### src/rtl/sfifo_stream_reader.sv
// Read-side controller for the FFT synchronous FIFO: turns rd_cs/rd_en pops with 1-cycle read latency
// into a valid/ready stream. Optional frame counter enabled by defining FIFO_RD_FRAME_EN.
module sfifo_stream_reader #(
    parameter int DATA_W    = 32,
    parameter int FRAME_LEN = 64,
    parameter int FRAME_W   = 6
) (
    input  logic              clk,
    input  logic              rst_n,
    input  logic              enable,
    input  logic              fifo_empty,
    input  logic [DATA_W-1:0] fifo_data,
    output logic              fifo_rd_cs,
    output logic              fifo_rd_en,
    output logic              out_valid,
    output logic [DATA_W-1:0] out_data,
    input  logic              out_ready,
    output logic              out_last,
    output logic [FRAME_W-1:0] frame_idx
);

    if ((1 << FRAME_W) < FRAME_LEN) begin : g_bad_frame_w
        $error("FRAME_W too narrow for FRAME_LEN");
    end

    // Handshake: a word moves downstream on every cycle where out_valid && out_ready;
    // out_valid is purely registered and never looks at out_ready.
    logic [DATA_W-1:0] head_q, tail_q, head_d, tail_d;
    logic [1:0]        cnt_q, cnt_d;
    logic              infl_q;
    logic              run_q;
    logic              pop;
    logic [2:0]        occupancy;

    assign out_valid  = (cnt_q != 2'd0);
    assign out_data   = head_q;
    assign pop        = out_valid && out_ready;

    // Words already owned by the reader (buffered + in flight) after this cycle's pop.
    assign occupancy  = {1'b0, cnt_q} + {2'b00, infl_q} - {2'b00, pop};
    assign fifo_rd_en = run_q && enable && !fifo_empty && (occupancy < 3'd2);
    assign fifo_rd_cs = fifo_rd_en;

    always_comb begin
        head_d = head_q;
        tail_d = tail_q;
        cnt_d  = cnt_q;
        unique case ({infl_q, pop})
            2'b10: begin
                if (cnt_q == 2'd0) head_d = fifo_data;
                else               tail_d = fifo_data;
                cnt_d = cnt_q + 2'd1;
            end
            2'b01: begin
                head_d = tail_q;
                cnt_d  = cnt_q - 2'd1;
            end
            2'b11: begin
                // Capture and pop together: occupancy stays put, order is preserved.
                if (cnt_q == 2'd2) begin
                    head_d = tail_q;
                    tail_d = fifo_data;
                end else begin
                    head_d = fifo_data;
                end
            end
            default: ;
        endcase
    end

    always_ff @(posedge clk or negedge rst_n) begin
        if (!rst_n) begin
            head_q <= '0;
            tail_q <= '0;
            cnt_q  <= 2'd0;
            infl_q <= 1'b0;
            run_q  <= 1'b0;
        end else begin
            head_q <= head_d;
            tail_q <= tail_d;
            cnt_q  <= cnt_d;
            infl_q <= fifo_rd_en;
            run_q  <= 1'b1;
        end
    end

`ifdef FIFO_RD_FRAME_EN
    localparam logic [FRAME_W-1:0] LAST_IDX = FRAME_W'(FRAME_LEN - 1);
    logic [FRAME_W-1:0] frame_q;

    always_ff @(posedge clk or negedge rst_n) begin
        if (!rst_n) begin
            frame_q <= '0;
        end else if (pop) begin
            frame_q <= (frame_q == LAST_IDX) ? '0 : frame_q + 1'b1;
        end
    end

    assign frame_idx = frame_q;
    assign out_last  = out_valid && (frame_q == LAST_IDX);
`else
    assign frame_idx = '0;
    assign out_last  = 1'b0;
`endif

endmodule

### config.mk
export PLATFORM = sky130hd
export DESIGN_NAME = sfifo_stream_reader
export DESIGN_NICKNAME = d
export VERILOG_FILES = /design/src/rtl/sfifo_stream_reader.sv
export SDC_FILE = /design/constraint.sdc
export NUM_CORES = 1
export LEC_CHECK = 0
export ABC_AREA = 1
export BUFFER_PORTS_ARGS = -buffer_cell sky130_fd_sc_hd__buf_2
export CAP_MARGIN = 20
export CORE_MARGIN = 1.5
export CORE_UTILIZATION = 57
export CTS_CLUSTER_SIZE = 40
export DETAILED_ROUTE_END_ITERATION = 7
export PLACE_DENSITY_LB_ADDON = 0.3
export SYNTH_ARGS = -nofsm -noshare
export SYNTH_HDL_FRONTEND = slang
export SYNTH_SLANG_ARGS = --single-unit
export TNS_END_PERCENT = 50
### constraint.sdc
create_clock -name clk -period 6.35 [get_ports clk]
set_input_delay 0.9525 -clock clk [delete_from_list [all_inputs] [get_ports clk]]
set_output_delay 0.9525 -clock clk [all_outputs]
set_load 0.02 [all_outputs]
==> out/qor.csv, run 1 <==
metric,value,unit
max_slew headroom,0.442,
slowest CP cell,dfrtp_1,
Worst-Margin Slew,0.837,ns
"FF+latch count, synth",68,
Skew-Pair Late Insertion Delay,0.33,ns
most frequent cells in the layout,"nand2_1, buf_2, dfrtp_1",
Routed WL per cell,12.4,um
gr ovfl total,0,
maximum clock frequency,0.273,GHz
cell count after synthesis,419,
CTS max path bufs,2,
power per cell area,492,mW/mm^2
hold worst-path end,out_data[2]$_DFFE_PN0P_,
crit-path cells,"nor2_2, inv_2, nand2_2, inv_2, ha_1, inv_1, nand2_1, fa_1, nand4_1, nor2_1, buf_2",
Worst R2R End,out_data[0]$_DFFE_PN0P_,
DRT Wirelength,6900,um
post-route total power,1.87,mW
IO Pins,79,
gr usage total,0.242,
setup TNS,0,ns
total vias in the final route,2801,
Worst path depth,11,
Sink Count,68,
CTS tree,done,
largest net degree at the start of global routing,69,
Worst Setup End Kind,output pin,
Crit path required time,5.40,ns
unrepaired setup endpoints after global routing,no,
worst-case reg-to-reg path depth,12,
maxcap violations,0,
worst r2r src,cnt_q[1]$_DFFE_PN0N_,
Leak,2.14,nW
routability cong.,0.790,
iteration count of the initial detailed-routing pass,4,
clk_skew,0.00809,ns
Post-CTS Setup Bufs,0,
Resize count post-CTS,0,
Worst Hold Slack,0.474,ns
P&R area growth vs syn,16.6,%
CP max FO,5,
root buf cell,clkbuf_8,
r2r setup slk,3.31,ns
vias per inst,5.02,
max-slew violations,0,
width of the die,78.7,um
DRC,0,
post-synthesis cell area,0.00327,mm^2
"Async S/R FF share, synth",1.00,
Antenna Cells,0,
number of H-tree levels,3,
FP Rows,27,
Hold Path Depth,2,
die height,78.7,um
"commonest non-fill, non-tap cell in the layout",nand2_1,
PortBufs,71,
Worst path max stage delay,0.48,ns
Post-synth EDFFs,0,
violation count after the first detailed-route iteration,229,
"Hold-fix buffers, CTS",0,
first-pass GRT wire length,11600,um
DP Wirelength,4320,um
average size of a mapped cell,7.79,um^2
sequential area share after synthesis,0.521,
peak supply drop,0.000337,V
Final #Nets,525,
Synth Flop Type,dfrtp_1,
Tcrit/Tclk final,0.577,
status,finished clean,
most frequent CP cell,inv_2,
crit start category,register,
Initial Utilization,0.593,
Antenna Nets Post-Route,0,
Final Hold Fails,0,
Crit Path Class,reg2out,
hold_sp,out_data[2]$_DFFE_PN0P_,
post-synth cell types,22,
crit path buf inv count,4,
initial antenna violation count,0,
vias in the first global route,2575,
die footprint,0.00619,mm^2
clock period minus worst slack,3.67,ns
critical path arrival,2.71,ns
Worst path top cell family by delay,adder cells,
share of cells above drive strength 1,0.200,
hold crit path type,reg2reg,
Syn. warnings,0,
CTS buffer count,9,
Final setup viols,0,
core area,0.00551,mm^2
clk slew on worst S/H paths,0.07,ns
## per-layer routing
layer | wire (um) | global-route usage | up-vias
met1 | 3030 | 0.322 | 1297
met5 | 0 | 0 | -
met3 | 462 | 0.0563 | 16
li1 | - | - | 1389
met2 | 3270 | 0.386 | 99
met4 | 138 | 0.0964 | 0
## power by group
group | total (mW) | internal (mW) | switching, mW
combinational | 0.788 | 0.278 | 0.510
clock | 0.320 | 0.170 | 0.150
sequential | 0.767 | 0.650 | 0.117
## sequential cells by signal, indices dropped and copies added, names as in the netlist
register	count
infl_q	1
tail_q	32
cnt_q	2
out_data	32
run_q	1
## worst max-delay path by stage
stage | slack (ns) | to | startpoint
2_1_floorplan | 2.74 | fifo_rd_en | out_ready
3_3_place_gp | 2.81 | out_data[15]$_DFFE_PN0P_ | out_ready
3_5_place_dp | 2.76 | fifo_rd_en | out_ready
4_1_cts | 2.66 | fifo_rd_en | cnt_q[1]$_DFFE_PN0N_
5_1_grt | 2.47 | fifo_rd_en | cnt_q[1]$_DFFE_PN0N_
6_report | 2.68 | fifo_rd_en | cnt_q[1]$_DFFE_PN0N_
## worst register-to-register path, stage by stage, from the launching register on
cell,delay [ns]
dfrtp_1,0.51
nor2_2,0.12
inv_2,0.11
nand2_2,0.08
inv_2,0.11
ha_1,0.20
nand3_2,0.61
nand2_1,0.75
buf_8,0.25
nand2_1,0.08
nand2_1,0.06
nand2_1,0.05
nand2_1,0.07
## cells in the mapped netlist, types with 2 or more instances
cell	instances	area, um^2
xnor2_1	2	17.5
dfrtp_1	68	1700
nand2_1	198	743
nor2_1	2	7.51
clkbuf_2	3	15.0
clkbuf_1	3	11.3
buf_4	14	105
buf_2	9	45.0
o21ai_2	2	17.5
nand3_1	33	165
inv_1	38	143
inv_2	2	7.51
ha_1	4	50.1
o21ai_0	32	160
conb_1	2	7.51
## through the flow
step / cell area, um^2 / cells / utilization / setup slack, ns
floorplan: 3290 / 425 / - / 2.74
global placement: 3590 / 542 / 0.651 / 2.81
detailed placement: 3590 / 542 / 0.651 / 2.76
CTS: 3760 / 556 / 0.683 / 2.66
global route: 3810 / 558 / 0.691 / 2.47
finish: 3810 / 558 / 0.691 / 2.68
## cells by family after synthesis
family                     after synthesis  share of synthesized area
and+or+nand+nor                        238                      0.293
adders and majority gates                5                     0.0215
buffers and inverters                   69                      0.100
DFF                                     68                      0.521
other                                    2                    0.00230
xor gates and xnor gates                 3                    0.00805
AOI/OAI and AO/OA                       34                     0.0544
## area by class of cell
class | count | area [um^2]
repair buffers | 76 | 420
fillers | 441 | 1700
well taps | 72 | 90.1
inverters | 40 | 150
clock inverters | 1 | 7.51
flip-flops and latches | 68 | 1700
clock buffers | 13 | 169
multi-input cells | 288 | 1270
Note: power is estimated with default switching activity, not from simulation.
==> run 2: changes to the inputs <==
Settings changed: CORE_UTILIZATION 57 to 48.
Clock period 6.35 ns to 3.15 ns, I/O delays scaled along.
==> run 2 against run 1 <==
Compared with the run above:
- the run now ends with DRC left
- largest power group unchanged
- critical endpoint unchanged
- combinational power increased by 100%
- clock-buffer cell count decreased by 1
- non-clock buffer count increased by 3
==> out/qor.csv, run 2 (synthesis results as in run 1) <==
metric,value,unit,change
status,"complete, but fails checks",,was finished clean
failing checks,DRC,,
"commonest non-fill, non-tap cell in the layout",nand2_1,,unchanged
"worst slack, placed",0.348,ns,was 2.76 ns
power per cell area,1000,mW/mm^2,was 492 mW/mm^2
Crit path required time,2.68,ns,was 5.40 ns
Sink Count,68,,unchanged
hold crit path type,in2async,,was reg2reg
number of H-tree levels,3,,unchanged
IO Pins,79,,unchanged
Fill cells,629,,was 441
post-route total power,3.85,mW,was 1.87 mW
Worst-Margin Slew,0.853,ns,was 0.837 ns
Worst Setup End Kind,output pin,,unchanged
max-slew violations,0,,unchanged
Skew-Pair Late Insertion Delay,0.34,ns,was 0.33 ns
routability cong.,0.741,,was 0.790
Logic pwr share,0.414,,was 0.420
Final setup viols,0,,unchanged
Internal Dissipation,2.26,mW,was 1.10 mW
Final Core Density,0.595,,was 0.691
first-pass GRT wire length,12400,um,"was 11,600 um"
"Hold-fix buffers, CTS",0,,unchanged
Routed WL per cell,12.5,um,was 12.4 um
iteration count of the initial detailed-routing pass,6,,was 4
unrepaired setup endpoints after global routing,no,,unchanged
most frequent cells in the layout,"nand2_1, buf_2, dfrtp_1",,unchanged
root buf cell,clkbuf_8,,unchanged
peak supply drop,0.000444,V,was 0.000337 V
gr ovfl total,0,,unchanged
share of cells above drive strength 1,0.212,,was 0.200
critical path arrival,2.50,ns,was 2.71 ns
Antenna Cells,0,,unchanged
crit start category,register,,unchanged
Crit. Startpoint,cnt_q[1]$_DFFE_PN0N_,,unchanged
clk_skew,0.0125,ns,was 0.00809 ns
largest net degree at the start of global routing,69,,unchanged
width of the die,85.5,um,was 78.7 um
Clock Power Share,0.185,,was 0.171
gr usage total,0.215,,was 0.242
core area,0.00646,mm^2,was 0.00551 mm^2
CTS max path bufs,2,,unchanged
CP max FO,5,,unchanged
setup TNS,0,ns,unchanged
worst-case reg-to-reg path depth,10,,was 12
initial antenna violation count,0,,unchanged
Flop pwr share,0.402,,was 0.409
DRT Wirelength,7080,um,was 6900 um
total vias in the final route,2742,,"was 2,801"
Antenna Nets Post-Route,0,,unchanged
Final Hold Fails,0,,unchanged
FP Rows,29,,was 27
die footprint,0.00731,mm^2,was 0.00619 mm^2
clock period minus worst slack,2.97,ns,
maximum clock frequency,0.337,GHz,
PortBufs,71,,unchanged
Worst R2R End,tail_q[12]$_DFFE_PN0P_,,was out_data[0]$_DFFE_PN0P_
vias in the first global route,2676,,"was 2,575"
fin worst setup slack,0.180,ns,was 2.68 ns
violation count after the first detailed-route iteration,200,,was 229
Tcrit/Tclk final,0.943,,
Initial Utilization,0.506,,was 0.593
CTS tree,done,,unchanged
DP Wirelength,4450,um,was 4320 um
CTS buffer count,9,,unchanged
Crit Path Class,reg2out,,unchanged
r2r setup slk,0.69,ns,was 3.31 ns
die height,85.5,um,was 78.7 um
DRC,8,,was 0
Final #Nets,528,,was 525
P&R area growth vs syn,17.7,%,was 16.6%
maxcap violations,0,,unchanged
clk slew on worst S/H paths,0.06,ns,was 0.07 ns
vias per inst,4.83,,was 5.02
Leak,2.15,nW,was 2.14 nW
max_slew headroom,0.431,,was 0.442
Sw Pwr,1.59,mW,was 0.777 mW
worst r2r src,cnt_q[1]$_DFFE_PN0N_,,unchanged
switching share of power,0.413,,was 0.415
crit path to,fifo_rd_en,,unchanged
## run 2: worst max-delay path: stages (launching register included)
cell and delay, ns:
dfrtp_2 0.45, nor2_4 0.16, inv_2 0.07, nand2_2 0.09, inv_2 0.07, ha_1 0.30
inv_1 0.08, nand2_1 0.06, fa_1 0.48, nand4_1 0.11, nor2_2 0.13, buf_4 0.16
## run 2: area by class of cell
class                           count  area, um^2  area share
Clock buffer                       12         145      0.0378
Clock inverter                      4        48.8      0.0127
Inverter                           40         150      0.0391
Multi-Input combinational cell    288        1270       0.332
Sequential cell                    68        1700       0.444
Tap cell                           77        96.3      0.0251
Timing Repair Buffer               79         423       0.110
## run 2: routing by layer
metal	part of all wire	global-route usage
met5	0	0
met4	0.015	0.0718
met3	0.059	0.0477
met2	0.46	0.340
met1	0.47	0.294
## run 2: power groups by stage
| stage | registers [mW] | clock network (mW) | logic, mW |
|---|---|---|---|
| 6_report | 1.55 | 0.711 | 1.59 |
| 5_1_grt | 1.60 | 0.758 | 1.83 |
| 4_1_cts | 1.55 | 0.721 | 1.58 |
| 3_5_place_dp | 1.55 | 0 | 1.56 |
| 3_3_place_gp | 1.54 | 0 | 1.54 |
| 2_1_floorplan | 1.78 | 0 | 0.873 |
## run 2: through the flow
stage          instance area (um^2)  hold WS, ns  std cells
2_1_floorplan                  3290        0.177        425
3_3_place_gp                   3620        0.457        550
3_5_place_dp                   3620        0.460        550
4_1_cts                        3820        0.280        566
5_1_grt                        3840        0.323        568
6_report                       3840        0.244        568
## run 2: timing repair
item | CTS | global route
resized for setup | 1 | 5
buffers inserted | 0 | 2
pin swaps | 0 | 1
hold endpoints to repair | 0 | 0
endpoints found under the setup margin | 2 | 2
## run 2: worst min-delay path by stage
stage,start,end,slack (ns),cells past startpoint
floorplan,rst_n,cnt_q[0]$_DFFE_PN0N_,0.18,0
global placement,out_data[22]$_DFFE_PN0P_,out_data[22]$_DFFE_PN0P_,0.46,2
detailed placement,out_data[14]$_DFFE_PN0P_,out_data[14]$_DFFE_PN0P_,0.46,2
CTS,rst_n,cnt_q[1]$_DFFE_PN0N_,0.28,1
global route,rst_n,run_q$_DFF_PN0_,0.32,1
finish,rst_n,run_q$_DFF_PN0_,0.24,1
